==> src/rtl/uart_rx_fsm.sv <==
// Frame sequencer for the UART receiver: start detect, bit timing from the edge/bit counter,
// sampler/deserializer/checker strobes and per-frame valid/error reporting.
module uart_rx_fsm #(
    parameter int unsigned PRESCALE_WIDTH = 6
) (
    input  logic                      CLK,
    input  logic                      RST,
    input  logic                      RX_IN,
    input  logic                      PAR_EN,
    input  logic [PRESCALE_WIDTH-1:0] Prescale,
    input  logic [PRESCALE_WIDTH-1:0] edge_cnt,
    input  logic [3:0]                bit_cnt,
    input  logic                      strt_glitch,
    input  logic                      par_err,
    input  logic                      stp_err,
    output logic                      cnt_enable,
    output logic                      dat_samp_en,
    output logic                      deser_en,
    output logic                      strt_chk_en,
    output logic                      par_chk_en,
    output logic                      stp_chk_en,
    output logic                      data_valid,
    output logic                      frame_err
);

    localparam logic [2:0] IDLE   = 3'd0;
    localparam logic [2:0] START  = 3'd1;
    localparam logic [2:0] DATA   = 3'd2;
    localparam logic [2:0] PARITY = 3'd3;
    localparam logic [2:0] STOP   = 3'd4;
    localparam logic [2:0] DONE   = 3'd5;

    localparam logic [PRESCALE_WIDTH-1:0] One = PRESCALE_WIDTH'(1);

    logic [2:0]                state_q, state_d;
    logic [PRESCALE_WIDTH-1:0] ps_q, ps_d;
    logic                      perr_q, perr_d;
    logic                      serr_q, serr_d;

    logic [PRESCALE_WIDTH-1:0] half, h_m1, h_p1, h_p2, h_p3, ps_m1;
    logic                      end_bit, at_strobe, at_result, counting;

    assign half      = ps_q >> 1;
    assign h_m1      = half - One;
    assign h_p1      = half + One;
    assign h_p2      = h_p1 + One;
    assign h_p3      = h_p2 + One;
    assign ps_m1     = ps_q - One;
    assign end_bit   = (edge_cnt == ps_m1);
    assign at_strobe = (edge_cnt == h_p2);
    assign at_result = (edge_cnt == h_p3);
    assign counting  = (state_q == START) || (state_q == DATA) ||
                       (state_q == PARITY) || (state_q == STOP);

    always_comb begin
        state_d = state_q;
        ps_d    = ps_q;
        perr_d  = perr_q;
        serr_d  = serr_q;
        case (state_q)
            IDLE: begin
                if (!RX_IN) begin
                    state_d = START;
                    ps_d    = Prescale;
                    perr_d  = 1'b0;
                    serr_d  = 1'b0;
                end
            end
            START: begin
                // A glitch read on the final edge of the start bit still wins over E.
                if (at_result && strt_glitch) begin
                    state_d = IDLE;
                end else if (end_bit) begin
                    state_d = DATA;
                end
            end
            DATA: begin
                if (end_bit && (bit_cnt == 4'd8)) begin
                    state_d = PAR_EN ? PARITY : STOP;
                end
            end
            PARITY: begin
                if (at_result) begin
                    perr_d = perr_q | par_err;
                end
                if (end_bit) begin
                    state_d = STOP;
                end
            end
            STOP: begin
                if (at_result) begin
                    serr_d = serr_q | stp_err;
                end
                if (end_bit) begin
                    state_d = DONE;
                end
            end
            DONE: begin
                if (!RX_IN) begin
                    state_d = START;
                    ps_d    = Prescale;
                    perr_d  = 1'b0;
                    serr_d  = 1'b0;
                end else begin
                    state_d = IDLE;
                end
            end
            default: state_d = IDLE;
        endcase
    end

    always_comb begin
        cnt_enable  = counting;
        dat_samp_en = counting && ((edge_cnt == h_m1) || (edge_cnt == half) ||
                                   (edge_cnt == h_p1));
        strt_chk_en = (state_q == START) && at_strobe;
        deser_en    = (state_q == DATA) && at_strobe;
        par_chk_en  = (state_q == PARITY) && at_strobe;
        stp_chk_en  = (state_q == STOP) && at_strobe;
        data_valid  = (state_q == DONE) && !(perr_q | serr_q);
        frame_err   = (state_q == DONE) && (perr_q | serr_q);
    end

    always_ff @(posedge CLK) begin
        if (!RST) begin
            state_q <= IDLE;
            ps_q    <= '0;
            perr_q  <= 1'b0;
            serr_q  <= 1'b0;
        end else begin
            state_q <= state_d;
            ps_q    <= ps_d;
            perr_q  <= perr_d;
            serr_q  <= serr_d;
        end
    end

endmodule

==> config.mk <==
export PLATFORM = sky130hd
export DESIGN_NAME = uart_rx_fsm
export DESIGN_NICKNAME = d
export VERILOG_FILES = /design/src/rtl/uart_rx_fsm.sv
export SDC_FILE = /design/constraint.sdc
export NUM_CORES = 1
export LEC_CHECK = 0
export ABC_AREA = 1
export BUFFER_PORTS_ARGS = -buffer_cell sky130_fd_sc_hd__buf_4
export CORE_AREA = 5 5 56 58
export DETAILED_ROUTE_END_ITERATION = 8
export DIE_AREA = 0 0 61 63
export GPL_ROUTABILITY_DRIVEN = 0
export HOLD_SLACK_MARGIN = 0.12
export PLACE_DENSITY = 0.87
export SLEW_MARGIN = 30
export SYNTH_ARGS = -nofsm -noshare
export SYNTH_HDL_FRONTEND = slang
export SYNTH_SLANG_ARGS = --single-unit
==> constraint.sdc <==
create_clock -name CLK -period 6.4 [get_ports CLK]
set_input_delay 1.6 -clock CLK [delete_from_list [all_inputs] [get_ports CLK]]
set_output_delay 1.6 -clock CLK [all_outputs]
set_load 0.02 [all_outputs]
==> results of run 1 <==
[worst max-delay path: stages]
cell,delay [ns]
buf_4,0.13
xor2_1,0.27
nand2_1,0.12
nand3_1,0.13
nand2_2,0.08
a211oi_1,0.17
nand4_1,0.21
nor2_1,0.14
buf_4,0.15
[metrics by stage]
stage	cells	hold WS (ns)
floorplan	251	0.448
global placement	306	0.466
detailed placement	306	0.468
CTS	310	0.478
global route	310	0.514
finish	310	0.481
[routing by layer]
layer  up-vias  wire length, um
li1        870                -
met2        60             1700
met3         8              262
met1       765             1610
met5         -                0
met4         0               72
[kinds of logic (layout without fill, tap and decap cells)]
kind of cell | count (synthesis) | after routing | synth area share (%)
xor gates and xnor gates | 14 | 14 | 8.35
and+or+nand+nor | 147 | 147 | 46.6
AOI/OAI and AO/OA | 33 | 33 | 13.0
DFF | 11 | 11 | 15.0
adders and majority gates | 6 | 6 | 5.11
buffers and inverters | 40 | 68 | 11.9
[cell type report]
| type | instances | area [sq um] | share of cell area (%) |
|---|---|---|---|
| inverter | 34 | 128 | 7.46 |
| clock buffer | 4 | 26.3 | 1.54 |
| sequential | 11 | 220 | 12.9 |
| timing repair buffer | 30 | 225 | 13.2 |
| tap | 31 | 38.8 | 2.27 |
| multi-input combinational | 200 | 1070 | 62.7 |
[placed cells by master, fill, tap and decap left out, types with 3 or more instances in the layout]
cell      count
nand2_1      59
clkbuf_4      3
xnor2_1       4
o211ai_1      5
o21ai_0       8
inv_2         3
nor2_2        3
nor3_1        7
buf_4        30
nand3_1      18
a21oi_1      14
nor2_1       31
inv_1        31
xor2_1       10
nand4_1       7
nand2_2      14
ha_1          6
dfxtp_1      11
[worst paths after layout]
check | start | end | depth (start not counted)
max | edge_cnt[3] | par_chk_en | 9
min | perr_q$_SDFFE_PN0P_ | perr_q$_SDFFE_PN0P_ | 2
max reg2reg | ps_q[1]$_SDFFE_PN0P_ | state_q[2]$_SDFFE_PN0P_ | 17
min reg2reg | perr_q$_SDFFE_PN0P_ | perr_q$_SDFFE_PN0P_ | 2
[registers in the layout (all words and copies together) (netlist names)]
| register | flops |
|---|---|
| serr_q | 1 |
| ps_q | 6 |
| perr_q | 1 |
| state_q | 3 |
[power breakdown]
| group | switching (mW) | internal (mW) | leakage, nW | total (mW) |
|---|---|---|---|---|
| logic | 0.243 | 0.146 | 0.735 | 0.389 |
| clock network | 0.0230 | 0.0241 | 0.0150 | 0.0472 |
| registers | 0.0394 | 0.0893 | 0.0908 | 0.129 |
| total | 0.306 | 0.259 | 0.840 | 0.565 |
==> flow_summary_export.csv, run 1 <==
group,metric,value,unit
logic_synthesis,synth.most_common_cell,"nand2_1",
cts,clockBufferDepth,2,
layout,nFillCells,267,
logic_synthesis,synth_top_area_share,15.1,%
global_route,gr-total-overflow,0,
cts,cts-hold-fix-buffers,0,
worst_setup_path,arrival,3.00,ns
logic_synthesis,syn_area_per_cell,5.85,sq um
logic_synthesis,ys_seq_area_share,15.0,%
logic_synthesis,yosys-top-cells-count,"nand2_1 (59), inv_1 (31), nor2_1 (31)",
cts,clk_pin_slew_worst_paths,0.07,ns
cts,cts_setup_buffers,0,
cts,cts_tree,"done",
logic_synthesis,ys_warn_count,0,
place,pre_cts_slack,1.80,ns
die,pin_count,31,
layout,utilization,65.5,%
detailed_routing,route.detailed.drc,0,
cts,htreeDepth,1,
flow_run,cap_violations,0,
detailed_routing,firstDrtPassIters,4,
layout,final_area,1710,sq um
timing,worst_slew_pin_slew,0.481,ns
worst_setup_path,r2r_setup_slack,3.89,ns
cts,ctsRootBufferMaster,"clkbuf_4",
die,rows,19,
place,io_buffers,30,
timing,skew,0.00300,ns
power_and_ir_drop,p_per_area,330,nW/um^2
place,dp_hpwl,3010,um
logic_synthesis,synth_ff_type,"dfxtp_1",
logic_synthesis,synthArstFlopShare,0,%
logic_synthesis,ys_ff_latch,11,
power_and_ir_drop,ir_drop,0.263,mV
detailed_routing,routedWlPerCell,11.8,um
min_path,hold_path_class,"reg2reg",
global_route,antenna_found_initial,0,
timing,rsz0062_at_grt,"no",
timing,timing.setup.tns,0,ns
cts,clock-sinks,11,
detailed_routing,drt-initial-drc-count,51,
worst_setup_path,start_kind,"primary input",
cts,cts-buffers-inserted,3,
detailed_routing,vias,1703,
global_route,grtUsageMet3,3.51,%
logic_synthesis,synth_edf_count,0,
timing,final_max_slew_viol_count,0,
logic_synthesis,synthesis.nets,280,
layout,n_antenna_cell,0,
cts,post_cts_resized,0,
global_route,grt_usage,20.7,%
logic_synthesis,post_synth_num_cell_types,30,
timing,slew_headroom,67.9,%
timing,setup_viol,0,
worst_setup_path,end_kind,"output pin",
global_route,busiest_layer,"met2",
detailed_routing,wl,3650,um
cts,clock_latency,0.27,ns
die,die_w,61,um
logic_synthesis,syn_area,1470,sq um
timing,finalWorstPathRequiredPeriod,4.60,ns
worst_setup_path,crit_required,4.80,ns
logic_synthesis,yosysTopAreaCell,"nand2_1",
timing,setup_ws,1.80,ns
global_route,grt_pass1_vias,1570,
timing,fin_crit_sh,71.9,%
global_route,met1_usage,27.4,%
worst_setup_path,criticalPathCategory,"in2out",
timing,hold_violations,0,
logic_synthesis,synthesis.instances,251,
die,die_y,63,um
die,dieArea,3840,sq um
timing,fmax,0.217,GHz
detailed_routing,ant_nets,0,
power_and_ir_drop,p_leak,0.840,nW
layout,syn_to_final_growth,16.5,%
layout,drive_gt1_share,20.8,%
die,coreArea,2620,sq um
global_route,met2_usage,31.8,%
die,initial_core_util,56.2,%
logic_synthesis,synth.area.top_cells,"nand2_1 (15%), dfxtp_1 (15%), inv_1 (7.9%)",
global_route,grt_max_degree,14,
place,placed_area,1690,sq um
run_status,outcome,"completed",
worst_setup_path,critical_path_peak_fanout,4,
detailed_routing,vias_per_cell,5.49,
global_route,grt_pass1_wl,6340,um
layout,nNetsFinal,309,
power_and_ir_drop,p_total,0.565,mW
Note: power is estimated with default switching activity, not from simulation.
==> run 2: changes to the inputs <==
--- a/config.mk
+++ b/config.mk
@@ -7,12 +7,12 @@
 export LEC_CHECK = 0
 export ABC_AREA = 1
 export BUFFER_PORTS_ARGS = -buffer_cell sky130_fd_sc_hd__buf_4
-export CORE_AREA = 5 5 56 58
+export CORE_AREA = 5 5 58 60
 export DETAILED_ROUTE_END_ITERATION = 8
-export DIE_AREA = 0 0 61 63
+export DIE_AREA = 0 0 63 65
 export GPL_ROUTABILITY_DRIVEN = 0
 export HOLD_SLACK_MARGIN = 0.12
-export PLACE_DENSITY = 0.87
+export PLACE_DENSITY = 0.81
 export SLEW_MARGIN = 30
 export SYNTH_ARGS = -nofsm -noshare
 export SYNTH_HDL_FRONTEND = slang
==> constraint.sdc (replaced) <==
create_clock -name CLK -period 4.5 [get_ports CLK]
set_input_delay 1.125 -clock CLK [delete_from_list [all_inputs] [get_ports CLK]]
set_output_delay 1.125 -clock CLK [all_outputs]
set_load 0.02 [all_outputs]
==> flow_summary_export.csv, run 2 (same netlist as run 1, synthesis figures left out) <==
group,metric,value,unit
worst_setup_path,critPathMaxStageDelay,0.55,ns
min_path,min_delay_path_depth,2,
power_and_ir_drop,internal_power,0.369,mW
detailed_routing,vias_per_cell,5.23,
timing,slew_headroom,68.2,%
die,dieArea,4100,sq um
die,die_w,63,um
detailed_routing,drt-initial-drc-count,94,
timing,rsz0062_at_grt,"no",
global_route,grt_pass1_wl,6350,um
die,initial_core_util,51.0,%
worst_setup_path,path_cells,"inv_2 -> ha_1 -> nand2_1 -> inv_1 -> nand3_1 -> nor2_1 -> nand3_1 -> nand2_1 -> inv_2 -> nor2_1 -> nand4_1 -> nor2_1 -> buf_4",
cts,cts_tree,"done",
cts,clock_latency,0.26,ns
power_and_ir_drop,p_per_area,466,nW/um^2
power_and_ir_drop,ir_drop,0.346,mV
detailed_routing,vias,1632,
worst_setup_path,cpMostUsedCell,"nor2_1",
place,pre_cts_slack,0.827,ns
power_and_ir_drop,p_clk_share,8.1,%
worst_setup_path,start_kind,"register",
worst_setup_path,crit_required,3.38,ns
global_route,met2_usage,32.2,%
timing,final_max_slew_viol_count,0,
layout,syn_to_final_growth,16.7,%
global_route,grt_usage,18.3,%
place,dp_cells,308,
worst_setup_path,criticalPathCategory,"reg2out",
global_route,antenna_found_initial,0,
layout,utilization,59.6,%
min_path,hold_path_class,"reg2reg",
global_route,grt_pass1_vias,1554,
run_status,outcome,"completed",
cts,ctsRootBufferMaster,"clkbuf_4",
layout,nFillCells,289,
timing,skew,0.00160,ns
timing,fmax,0.265,GHz
cts,cts_setup_buffers,0,
cts,cts-buffers-inserted,3,
global_route,met1_usage,22.6,%
die,coreArea,2880,sq um
detailed_routing,firstDrtPassIters,4,
timing,worst_slew_pin_slew,0.476,ns
place,placed_area,1690,sq um
worst_setup_path,arrival,2.65,ns
place,dp_hpwl,3070,um
timing,setup_viol,0,
global_route,gr-total-overflow,0,
power_and_ir_drop,switchingPower,0.430,mW
global_route,grtUsageMet3,2.25,%
cts,clk_pin_slew_worst_paths,0.07,ns
detailed_routing,route.detailed.drc,0,
detailed_routing,ant_nets,0,
power_and_ir_drop,switching_share,53.8,%
timing,fin_crit_sh,83.9,%
layout,final_cell_mix,"nand2_1 (59), inv_1 (31), nor2_1 (31)",
worst_setup_path,r2r_setup_slack,1.97,ns
die,die_y,65,um
cts,cts-hold-fix-buffers,0,
layout,top_regs,"ps_q x6, state_q x3",
timing,setup_ws,0.723,ns
worst_setup_path,r2r_cells,18,
layout,final_area,1710,sq um
die,rows,20,
worst_setup_path,end_kind,"output pin",
detailed_routing,wl,3630,um
timing,timing.setup.tns,0,ns
worst_setup_path,slowest_stage,"dfxtp_1",
worst_setup_path,critical_path_peak_fanout,10,
timing,finalWorstPathRequiredPeriod,3.78,ns
cts,clockBufferDepth,2,
layout,largest_reg_flops,6,
flow_run,cap_violations,0,
layout,drive_gt1_share,20.8,%
power_and_ir_drop,pwr-share-comb,69.2,%
global_route,busiest_layer,"met2",
cts,clock-sinks,11,
detailed_routing,routedWlPerCell,11.6,um
cts,post_cts_resized,0,
power_and_ir_drop,pwr-share-seq,22.7,%
power_and_ir_drop,p_leak,0.840,nW
global_route,grt_max_degree,14,
timing,hold_violations,0,
cts,htreeDepth,1,
layout,n_antenna_cell,0,
layout,final_common_cell,"nand2_1",
layout,top_register,"ps_q",
die,pin_count,31,
layout,nNetsFinal,309,
layout,fin_cells,312,
place,io_buffers,30,
-- run 2: cell counts in the layout (fill, tap and decap cells not counted) --
No cell type changed its count.
-- run 2: path summary, 6_finish.rpt --
path                                                end            startpoint
worst max-delay path                         stp_chk_en  ps_q[1]$_SDFFE_PN0P_
worst min-delay path                perr_q$_SDFFE_PN0P_   perr_q$_SDFFE_PN0P_
worst max register to register  state_q[2]$_SDFFE_PN0P_  ps_q[1]$_SDFFE_PN0P_
worst min register to register      perr_q$_SDFFE_PN0P_   perr_q$_SDFFE_PN0P_
-- run 2: through the flow --
step,power (mW),hold WS (ns)
floorplan,0.621,0.448
global placement,0.717,0.465
detailed placement,0.729,0.473
CTS,0.795,0.482
global route,0.885,0.522
finish,0.799,0.482
-- run 2: layer usage --
| metal | wire (um) | vias to the layer above |
|---|---|---|
| met3 | 216 | 4 |
| met2 | 1730 | 34 |
| met5 | 0 | - |
| li1 | - | 867 |
| met4 | 38 | 0 |
| met1 | 1650 | 727 |
-- run 2: power by group through the flow --
stage	clock [mW]	combinational (mW)	sequential (mW)
after global placement	0	0.536	0.180
after detailed placement	0	0.547	0.182
after global routing	0.0755	0.622	0.187
after floorplan	0	0.470	0.151
final	0.0648	0.553	0.181
after CTS	0.0670	0.549	0.179
-- run 2: area by class of cell --
cell class	instances	area, sq um	share of cell area (%)
multi-input cells	200	1070	62.6
repair buffers	30	225	13.1
flip-flops and latches	11	220	12.8
inverters	34	128	7.45
well taps	33	41.3	2.41
clock buffers	4	26.3	1.53
-- run 2: worst max-delay path, delay by kind of cell, from the launching register on --
kind	cells	cell delay [ns]
adder cells (fa/ha/maj)	1	0.40
buffers and inverters	4	0.44
AND/OR/NAND/NOR	8	0.99
flip-flops	1	0.55
==> run 3: changes to the inputs <==
--- a/config.mk
+++ b/config.mk
@@ -7,12 +7,12 @@
 export LEC_CHECK = 0
 export ABC_AREA = 1
 export BUFFER_PORTS_ARGS = -buffer_cell sky130_fd_sc_hd__buf_4
-export CORE_AREA = 5 5 58 60
+export CORE_AREA = 5 5 61 63
 export DETAILED_ROUTE_END_ITERATION = 8
-export DIE_AREA = 0 0 63 65
+export DIE_AREA = 0 0 66 68
 export GPL_ROUTABILITY_DRIVEN = 0
 export HOLD_SLACK_MARGIN = 0.12
-export PLACE_DENSITY = 0.81
+export PLACE_DENSITY = 0.77
 export SLEW_MARGIN = 30
 export SYNTH_ARGS = -nofsm -noshare
 export SYNTH_HDL_FRONTEND = slang
==> constraint.sdc (replaced) <==
create_clock -name CLK -period 3.1 [get_ports CLK]
set_input_delay 0.775 -clock CLK [delete_from_list [all_inputs] [get_ports CLK]]
set_output_delay 0.775 -clock CLK [all_outputs]
set_load 0.02 [all_outputs]
==> flow_summary_export.csv, run 3 (same netlist as run 1, synthesis figures left out) <==
group,metric,value,unit
power_and_ir_drop,p_per_area,671,nW/um^2
place,dp_hpwl,3030,um
die,coreArea,3180,sq um
worst_setup_path,cp_top_family,"simple AND/OR/NAND/NOR gates",
layout,largest_reg_flops,6,
worst_setup_path,end_kind,"output pin",
cts,cts-buffers-inserted,3,
cts,clk_pin_slew_worst_paths,0.07,ns
global_route,grt_pass1_vias,1492,
worst_setup_path,path_cells,"inv_2 -> ha_4 -> xnor2_1 -> nor3_1 -> o221ai_1 -> nand3b_1 -> o211ai_1 -> nand2_1 -> inv_1 -> buf_4",
min_path,hold_path_class,"reg2reg",
layout,top_regs,"ps_q x6, state_q x3",
global_route,met1_usage,23.0,%
die,pin_count,31,
timing,slew_headroom,74.6,%
detailed_routing,ant_nets,0,
worst_setup_path,crit_required,2.32,ns
detailed_routing,route.detailed.drc,0,
cts,ctsRootBufferMaster,"clkbuf_4",
global_route,busiest_layer,"met2",
power_and_ir_drop,p_leak,0.873,nW
global_route,antenna_found_initial,0,
worst_setup_path,criticalPathCategory,"reg2out",
global_route,grt_pass1_wl,6180,um
worst_setup_path,critical_path_peak_fanout,5,
timing,rsz0062_at_grt,"no",
layout,syn_to_final_growth,26.7,%
timing,finalWorstPathRequiredPeriod,2.91,ns
cts,clock-sinks,11,
place,io_buffers,30,
layout,multi_input_area,1150,sq um
layout,regArea,233,sq um
die,dieArea,4490,sq um
detailed_routing,vias,1665,
cts,clockBufferDepth,2,
global_route,grtUsageMet3,1.97,%
timing,fin_crit_sh,93.9,%
worst_setup_path,critPathMaxStageDelay,0.39,ns
detailed_routing,drt-initial-drc-count,65,
timing,hold_violations,0,
timing,setup_viol,0,
flow_run,cap_violations,0,
layout,n_antenna_cell,0,
worst_setup_path,arrival,2.14,ns
detailed_routing,firstDrtPassIters,5,
layout,top_register,"ps_q",
run_status,outcome,"completed",
timing,skew,0.00392,ns
layout,nFillCells,314,
layout,final_common_cell,"nand2_1",
detailed_routing,routedWlPerCell,11.5,um
timing,worst_slew_pin_slew,0.378,ns
timing,final_max_slew_viol_count,0,
die,die_y,68,um
worst_setup_path,path_buf_inv,3,
layout,drive_gt1_share,28.5,%
power_and_ir_drop,ir_drop,0.383,mV
global_route,grt_max_degree,14,
die,rows,21,
layout,nNetsFinal,314,
cts,clock_latency,0.27,ns
cts,htreeDepth,1,
timing,fmax,0.343,GHz
worst_setup_path,slowest_stage,"dfxtp_4",
global_route,gr-total-overflow,0,
timing,timing.setup.tns,0,ns
cts,cts_tree,"done",
power_and_ir_drop,p_total,1.25,mW
layout,final_cell_mix,"nand2_1 (55), buf_4 (34), inv_1 (30), nor2_1 (30), nand2_2 (18)",
die,die_w,66,um
global_route,grt_usage,17.2,%
cts,cts-hold-fix-buffers,0,
global_route,met2_usage,28.5,%
detailed_routing,vias_per_cell,5.05,
detailed_routing,wl,3800,um
die,initial_core_util,46.2,%
worst_setup_path,start_kind,"register",
run 3: cell types whose count changed in the layout (fill, tap and decap cells not counted), moves of 3 or more:
cell,previous run,this run
buf_4,30,34
dfxtp_1,11,7
nand2_1,59,55
nand2_2,14,18
dfxtp_4,0,3
ha_1,6,3
ha_4,0,3
nand3_1,18,15
nand3_2,2,5
run 3: final timing paths:
check	start	end	slack (ns)	depth (start not counted)
max reg2reg	ps_q[1]$_SDFFE_PN0P_	state_q[2]$_SDFFE_PN0P_	0.96	15
min reg2reg	serr_q$_SDFFE_PN0P_	serr_q$_SDFFE_PN0P_	0.48	2
min	serr_q$_SDFFE_PN0P_	serr_q$_SDFFE_PN0P_	0.48	2
max	ps_q[1]$_SDFFE_PN0P_	dat_samp_en	0.19	10
run 3: power breakdown:
group,internal (mW),switching [mW],total [mW],leakage (nW)
combinational,0.348,0.536,0.884,0.765
sequential,0.192,0.0757,0.267,0.0931
clock,0.0498,0.0474,0.0971,0.0150
run 3: routing by layer:
layer | wire, um | vias up
li1 | - | 880
met3 | 218 | 9
met5 | 0 | -
met2 | 1740 | 45
met1 | 1780 | 731
met4 | 61 | 0
run 3: through the flow:
stage	instance area (sq um)	worst slack, ns	utilization (%)	hold WS, ns	std cells
floorplan	1470	0.368	-	0.448	251
global placement	1730	0.202	54.5	0.468	325
detailed placement	1730	0.179	54.5	0.475	325
CTS	1770	0.0206	55.5	0.485	329
global route	1860	0.00644	58.5	0.516	330
finish	1860	0.188	58.5	0.484	330
run 3: tightest hold or removal path: stages, from the launching register on:
cell and delay (ns):
dfxtp_1 0.31, inv_1 0.07, a21oi_1 0.06
run 3: cell type report:
cell class | instances | area share (%)
sequential | 11 | 12.5
timing repair buffer | 35 | 14.3
clock buffer | 4 | 1.41
multi-input combinational | 200 | 61.8
tap | 46 | 3.09
inverter | 34 | 6.86
run 3: repair_timing:
action,4_1_cts,5_1_grt
setup endpoints to repair,4,5
resized for setup,3,21
buffers inserted,0,1
pin swaps,0,7
